**config.mk**
```make
export PLATFORM = sky130hd
export DESIGN_NAME = coeff_mul_seq
export DESIGN_NICKNAME = d
export VERILOG_FILES = /design/src/rtl/multiplier_pkg.sv /design/src/rtl/coeff_mul_seq.sv
export SDC_FILE = /design/constraint.sdc
export NUM_CORES = 1
export LEC_CHECK = 0
export ABC_CLOCK_PERIOD_IN_PS = 3300
export CAP_MARGIN = 20
export CELL_PAD_IN_SITES_DETAIL_PLACEMENT = 1
export CELL_PAD_IN_SITES_GLOBAL_PLACEMENT = 2
export CORE_MARGIN = 2
export CORE_UTILIZATION = 35
export CTS_BUF_LIST = sky130_fd_sc_hd__clkbuf_8
export DETAILED_ROUTE_END_ITERATION = 10
export GPL_TIMING_DRIVEN = 1
export PLACE_DENSITY = 0.83
export SLEW_MARGIN = 0
export SYNTH_ARGS = -nofsm -noshare
export SYNTH_HDL_FRONTEND = slang
export SYNTH_SLANG_ARGS = --single-unit
```
**constraint.sdc**
```tcl
create_clock -name clk_i -period 3.3 [get_ports clk_i]
set_input_delay 0.33 -clock clk_i [delete_from_list [all_inputs] [get_ports clk_i]]
set_output_delay 0.33 -clock clk_i [all_outputs]
set_load 0.02 [all_outputs]
```
**src/rtl/multiplier_pkg.sv**
```systemverilog
// Shared widths and FSM state type for the sequential multiplier and its
// downstream modular reduction stage.
package multiplier_pkg;

    localparam int OP_WIDTH    = 16;
    localparam int DATA_LENGTH = 32;

    typedef enum logic [1:0] {
        IDLE = 2'd0,
        MUL  = 2'd1,
        DONE = 2'd2
    } state_e;

endpackage

```
**src/rtl/coeff_mul_seq.sv**
```systemverilog
// Radix-2 shift-add unsigned multiplier with a fixed latency of OP_WIDTH+1 cycles.
// It produces one product per OP_WIDTH+2 cycles and feeds the reduction stage.
module coeff_mul_seq #(
    parameter int OP_WIDTH    = multiplier_pkg::OP_WIDTH,
    parameter int DATA_LENGTH = multiplier_pkg::DATA_LENGTH
) (
    input  logic                   clk_i,
    input  logic                   rst_i,
    input  logic                   start_i,
    input  logic [OP_WIDTH-1:0]    a_i,
    input  logic [OP_WIDTH-1:0]    b_i,
    output logic [DATA_LENGTH-1:0] product_o,
    output logic                   valid_o,
    output logic                   busy_o
);
    import multiplier_pkg::*;

    localparam int ACC_W = 2 * OP_WIDTH;
    localparam int CNT_W = $clog2(OP_WIDTH) + 1;
    localparam logic [CNT_W-1:0] LAST_CNT = CNT_W'(OP_WIDTH - 1);

    if (DATA_LENGTH < 2 * OP_WIDTH) begin : g_width_check
        $error("coeff_mul_seq: DATA_LENGTH must be at least 2*OP_WIDTH");
    end

    state_e                   state_q, state_d;
    logic [ACC_W-1:0]         a_q, a_d;
    logic [OP_WIDTH-1:0]      b_q, b_d;
    logic [ACC_W-1:0]         acc_q, acc_d;
    logic [CNT_W-1:0]         cnt_q, cnt_d;
    logic [DATA_LENGTH-1:0]   product_q, product_d;
    logic [ACC_W-1:0]         acc_sum;

    // Next-state logic: operand latch in IDLE, one shift-add step per MUL cycle
    always_comb begin
        state_d   = state_q;
        a_d       = a_q;
        b_d       = b_q;
        acc_d     = acc_q;
        cnt_d     = cnt_q;
        product_d = product_q;
        // The accumulator is 2*OP_WIDTH wide, so this sum never wraps.
        acc_sum   = acc_q + (b_q[0] ? a_q : {ACC_W{1'b0}});

        case (state_q)
            IDLE: begin
                if (start_i) begin
                    state_d = MUL;
                    a_d     = ACC_W'(a_i);
                    b_d     = b_i;
                    acc_d   = {ACC_W{1'b0}};
                    cnt_d   = {CNT_W{1'b0}};
                end else begin
                    state_d = IDLE;
                end
            end
            MUL: begin
                acc_d = acc_sum;
                a_d   = a_q << 1;
                b_d   = b_q >> 1;
                cnt_d = cnt_q + CNT_W'(1);
                if (cnt_q == LAST_CNT) begin
                    state_d   = DONE;
                    product_d = DATA_LENGTH'(acc_sum);
                end else begin
                    state_d = MUL;
                end
            end
            DONE: begin
                state_d = IDLE;
            end
            default: begin
                state_d = IDLE;
            end
        endcase
    end

    // State and datapath registers with synchronous reset
    always_ff @(posedge clk_i) begin
        if (rst_i) begin
            state_q   <= IDLE;
            a_q       <= {ACC_W{1'b0}};
            b_q       <= {OP_WIDTH{1'b0}};
            acc_q     <= {ACC_W{1'b0}};
            cnt_q     <= {CNT_W{1'b0}};
            product_q <= {DATA_LENGTH{1'b0}};
        end else begin
            state_q   <= state_d;
            a_q       <= a_d;
            b_q       <= b_d;
            acc_q     <= acc_d;
            cnt_q     <= cnt_d;
            product_q <= product_d;
        end
    end

    assign product_o = product_q;
    assign valid_o   = (state_q == DONE);
    assign busy_o    = (state_q != IDLE);

endmodule

```
==> qor.yml <==
status:
  status: "finished, final reports clean"
yosys:
  yosysWarnings: 0
  async_flop_share_pct: 0
  syn_nets: 837
  synth_seq_cells: 119
  synth_ff_type: "dfxtp_1"
  synth-edff-count: 0
  synth.most_common_cell: "dfxtp_1"
  synth_area_sq_um: 6290
  ys_top_cells_by_count: "119 x dfxtp_1, 105 x nor2_1, 86 x nand2_1"
  syn_avg_cell_area_sq_um: 8.19
  syn_inst: 768
  synth_top_cell_by_area: "dfxtp_1"
  synthDistinctLibCells: 60
  synth_top_area_share_pct: 37.9
  ys_seq_area_share_pct: 37.9
  synthTopCellsByArea: "dfxtp_1 38%, ha_1 6.6%, nor2_1 6.3%"
routing:
  drt_first_pass_iters: 4
  routed_wl_microns: 20400
  route.detailed.drc: 0
  avgViaCountPerCell: 5.43
  detail-route-antenna-nets: 0
  drt_first_iter_violations: 335
  num_vias: 5969
  drt-wirelength-per-cell_microns: 18.6
worst_hold_path:
  hp-class: "primary input to flop"
  whs_path_depth: 3
finish:
  final_nets: 926
  area_growth_pct: 24.2
  drive_gt1_share_pct: 11.7
  n_antenna_cell: 0
  fin_area_sq_um: 7810
cts:
  cts_buffers: 17
  root_buffer: "clkbuf_8"
  cts_sinks: 119
  cts.reportedPaths.clkPinSlew_ps: 80
  h-tree-depth: 4
  clock_path_buffers: 2
  tritoncts: "done"
  clk-insertion-delay-late_ps: 450
  cts_setup_buffers: 0
  cts_hold_buf: 0
power_and_ir_drop:
  seq_power_share_pct: 48.5
  powerDensity_nw_per_um2: 396
  intPower_mw: 2.21
  pwr-share-comb_pct: 9.4
  vdd_drop_max_uv: 227
  p_leak_nw: 3.15
  p_sw_mw: 0.885
  swShare_pct: 28.6
  clkPwrFrac_pct: 42.1
critical_path:
  startpoint_type: "flop"
  crit_required_ps: 3640
  critPathArrivalTime_ps: 3480
  worst_r2r_endpoint: "product_o[22]"
  cp-startpoint: "b_q[0]"
  crit_path_max_incr_delay_ps: 410
  worst_setup_path_end_kind: "flop"
  r2r_start: "b_q[0]"
  slowest_stage: "fa_1"
  worstPathCellList: "buf_12 -> and2_1 -> ha_1 -> fa_1 -> a21o_2 -> a221o_1 -> and4_1 -> or3b_1 -> a211oi_2 -> nor2_1 -> a22o_1"
  critPathMaxFanout: 15
  setup.worst_path.class: "flop to flop"
  reg2reg_slack_ps: 160
  worstRegToRegCells: 11
  critPathCapture: "product_o[22]"
global_routing:
  first_global_vias: 6309
  antenna_found_initial: 0
  grt_usage_pct: 21.7
  grt_pass1_wl_microns: 33800
  grt_start_max_net_pins: 62
  grt-ovfl-total: 0
timing:
  finalWorstSetupSlack_ps: 158
  worstMarginPinSlew_ps: 692
  slew_viol_final: 0
  fmax_mhz: 318
  hold_viol: 0
  skew_ps: 17.2
  rsz0062_at_grt: "false"
  fin_setup_tns_ps: 0
  maxSlewHeadroom_pct: 53.8
  fin_crit_sh_pct: 95.2
  timing.hold.ws_ps: 434
  fin_crit_ps: 3140
  setup_viol: 0
floorplan:
  core_sq_um: 17800
  die-area_sq_um: 19100
  ioPinCount: 69
  start_util_pct: 35.4
  fp.dieH_microns: 138
  rows: 49
  die_w_microns: 138
placed_design:
  gp_congestion: 0.878
  port_buffers: 68
  pre_cts_ws_ps: 215
  postPlaceCellArea_sq_um: 7440
  dp_hpwl_microns: 14700
job:
  maxCapViolations: 0
-- cell type report --
cell class	count	area, sq um
clock buffer	18	248
clock inverter	14	125
fill	2110	9970
inverter	9	33.8
multi-input combinational	592	3670
sequential	119	2380
tap	229	287
timing repair buffer	118	1060
-- cells in the final DEF, fill, tap and decap left out, types with 10 or more instances in the layout --
cell type / n
a21o_1: 10
a21oi_1: 68
a22o_1: 26
a22oi_1: 39
and2_1: 34
buf_4: 49
clkbuf_8: 18
clkdlybuf4s50_1: 67
dfxtp_1: 119
ha_1: 33
nand2_1: 86
nand3_1: 17
nor2_1: 104
nor4_1: 15
o21ai_0: 25
xnor2_1: 15
xor2_1: 15
-- sequential cells by signal, indices dropped and copies added, names as in the netlist --
| register | cells |
|---|---|
| a_q | 32 |
| acc_q | 32 |
| product_o | 32 |
| b_q | 16 |
| cnt_q | 5 |
| state_q | 2 |
-- worst min-delay path by stage --
stage                             start             to  slack [ps]
after CTS                       b_i[15]        b_q[15]         420
after global placement    product_o[10]  product_o[10]         450
after global routing             a_i[0]         a_q[0]         420
after detailed placement  product_o[10]  product_o[10]         450
final                           b_i[15]        b_q[15]         430
after floorplan               acc_q[15]      acc_q[15]         430
-- stage by stage --
stage / utilization (%) / std cells / power, mW
floorplan: - / 768 / 1.69
global placement: 41.8 / 1067 / 1.81
detailed placement: 41.8 / 1067 / 1.83
CTS: 43.9 / 1099 / 3.12
global route: 43.9 / 1099 / 3.23
finish: 43.9 / 1099 / 3.09
-- cells by family (layout without fill, tap and decap cells) --
family | after synthesis | in the layout | synth area share [%]
muxes | 3 | 3 | 0.517
xor gates and xnor gates | 30 | 30 | 4.18
adders and majority gates | 34 | 34 | 6.88
buffers and inverters | 57 | 159 | 3.86
AOI/OAI and AO/OA | 219 | 219 | 23.9
DFF | 119 | 119 | 37.9
and+or+nand+nor | 306 | 306 | 22.8
-- per-layer routing --
layer / wire length, microns / track usage [%] / part of all wire [%]
met5: 0 / 0 / 0
met1: 9860 / 29.2 / 48
met4: 225 / 5.37 / 1.1
met2: 9740 / 36.0 / 48
met3: 605 / 4.36 / 3.0
-- power groups by stage --
stage          Sequential, mW  Combinational [mW]  Clock (mW)
6_report                 1.50               0.289        1.30
5_1_grt                  1.51               0.321        1.41
4_1_cts                  1.50               0.292        1.33
3_5_place_dp             1.53               0.292           0
3_3_place_gp             1.53               0.280           0
2_1_floorplan            1.52               0.168           0
-- critical path: cells and delay by family (launching register included) --
kind / cells / cell delay, ps
fa+ha+maj: 2 / 610
simple gates: 4 / 840
compound gates: 4 / 1090
flops: 1 / 340
buf+inv: 1 / 150
-- what timing repair did --
item / in CTS / in global routing
endpoints found under the setup margin: 0 / 2
hold endpoints to repair: 0 / 0
resized for setup: 0 / 1
Note: power is estimated with default switching activity, not from simulation.
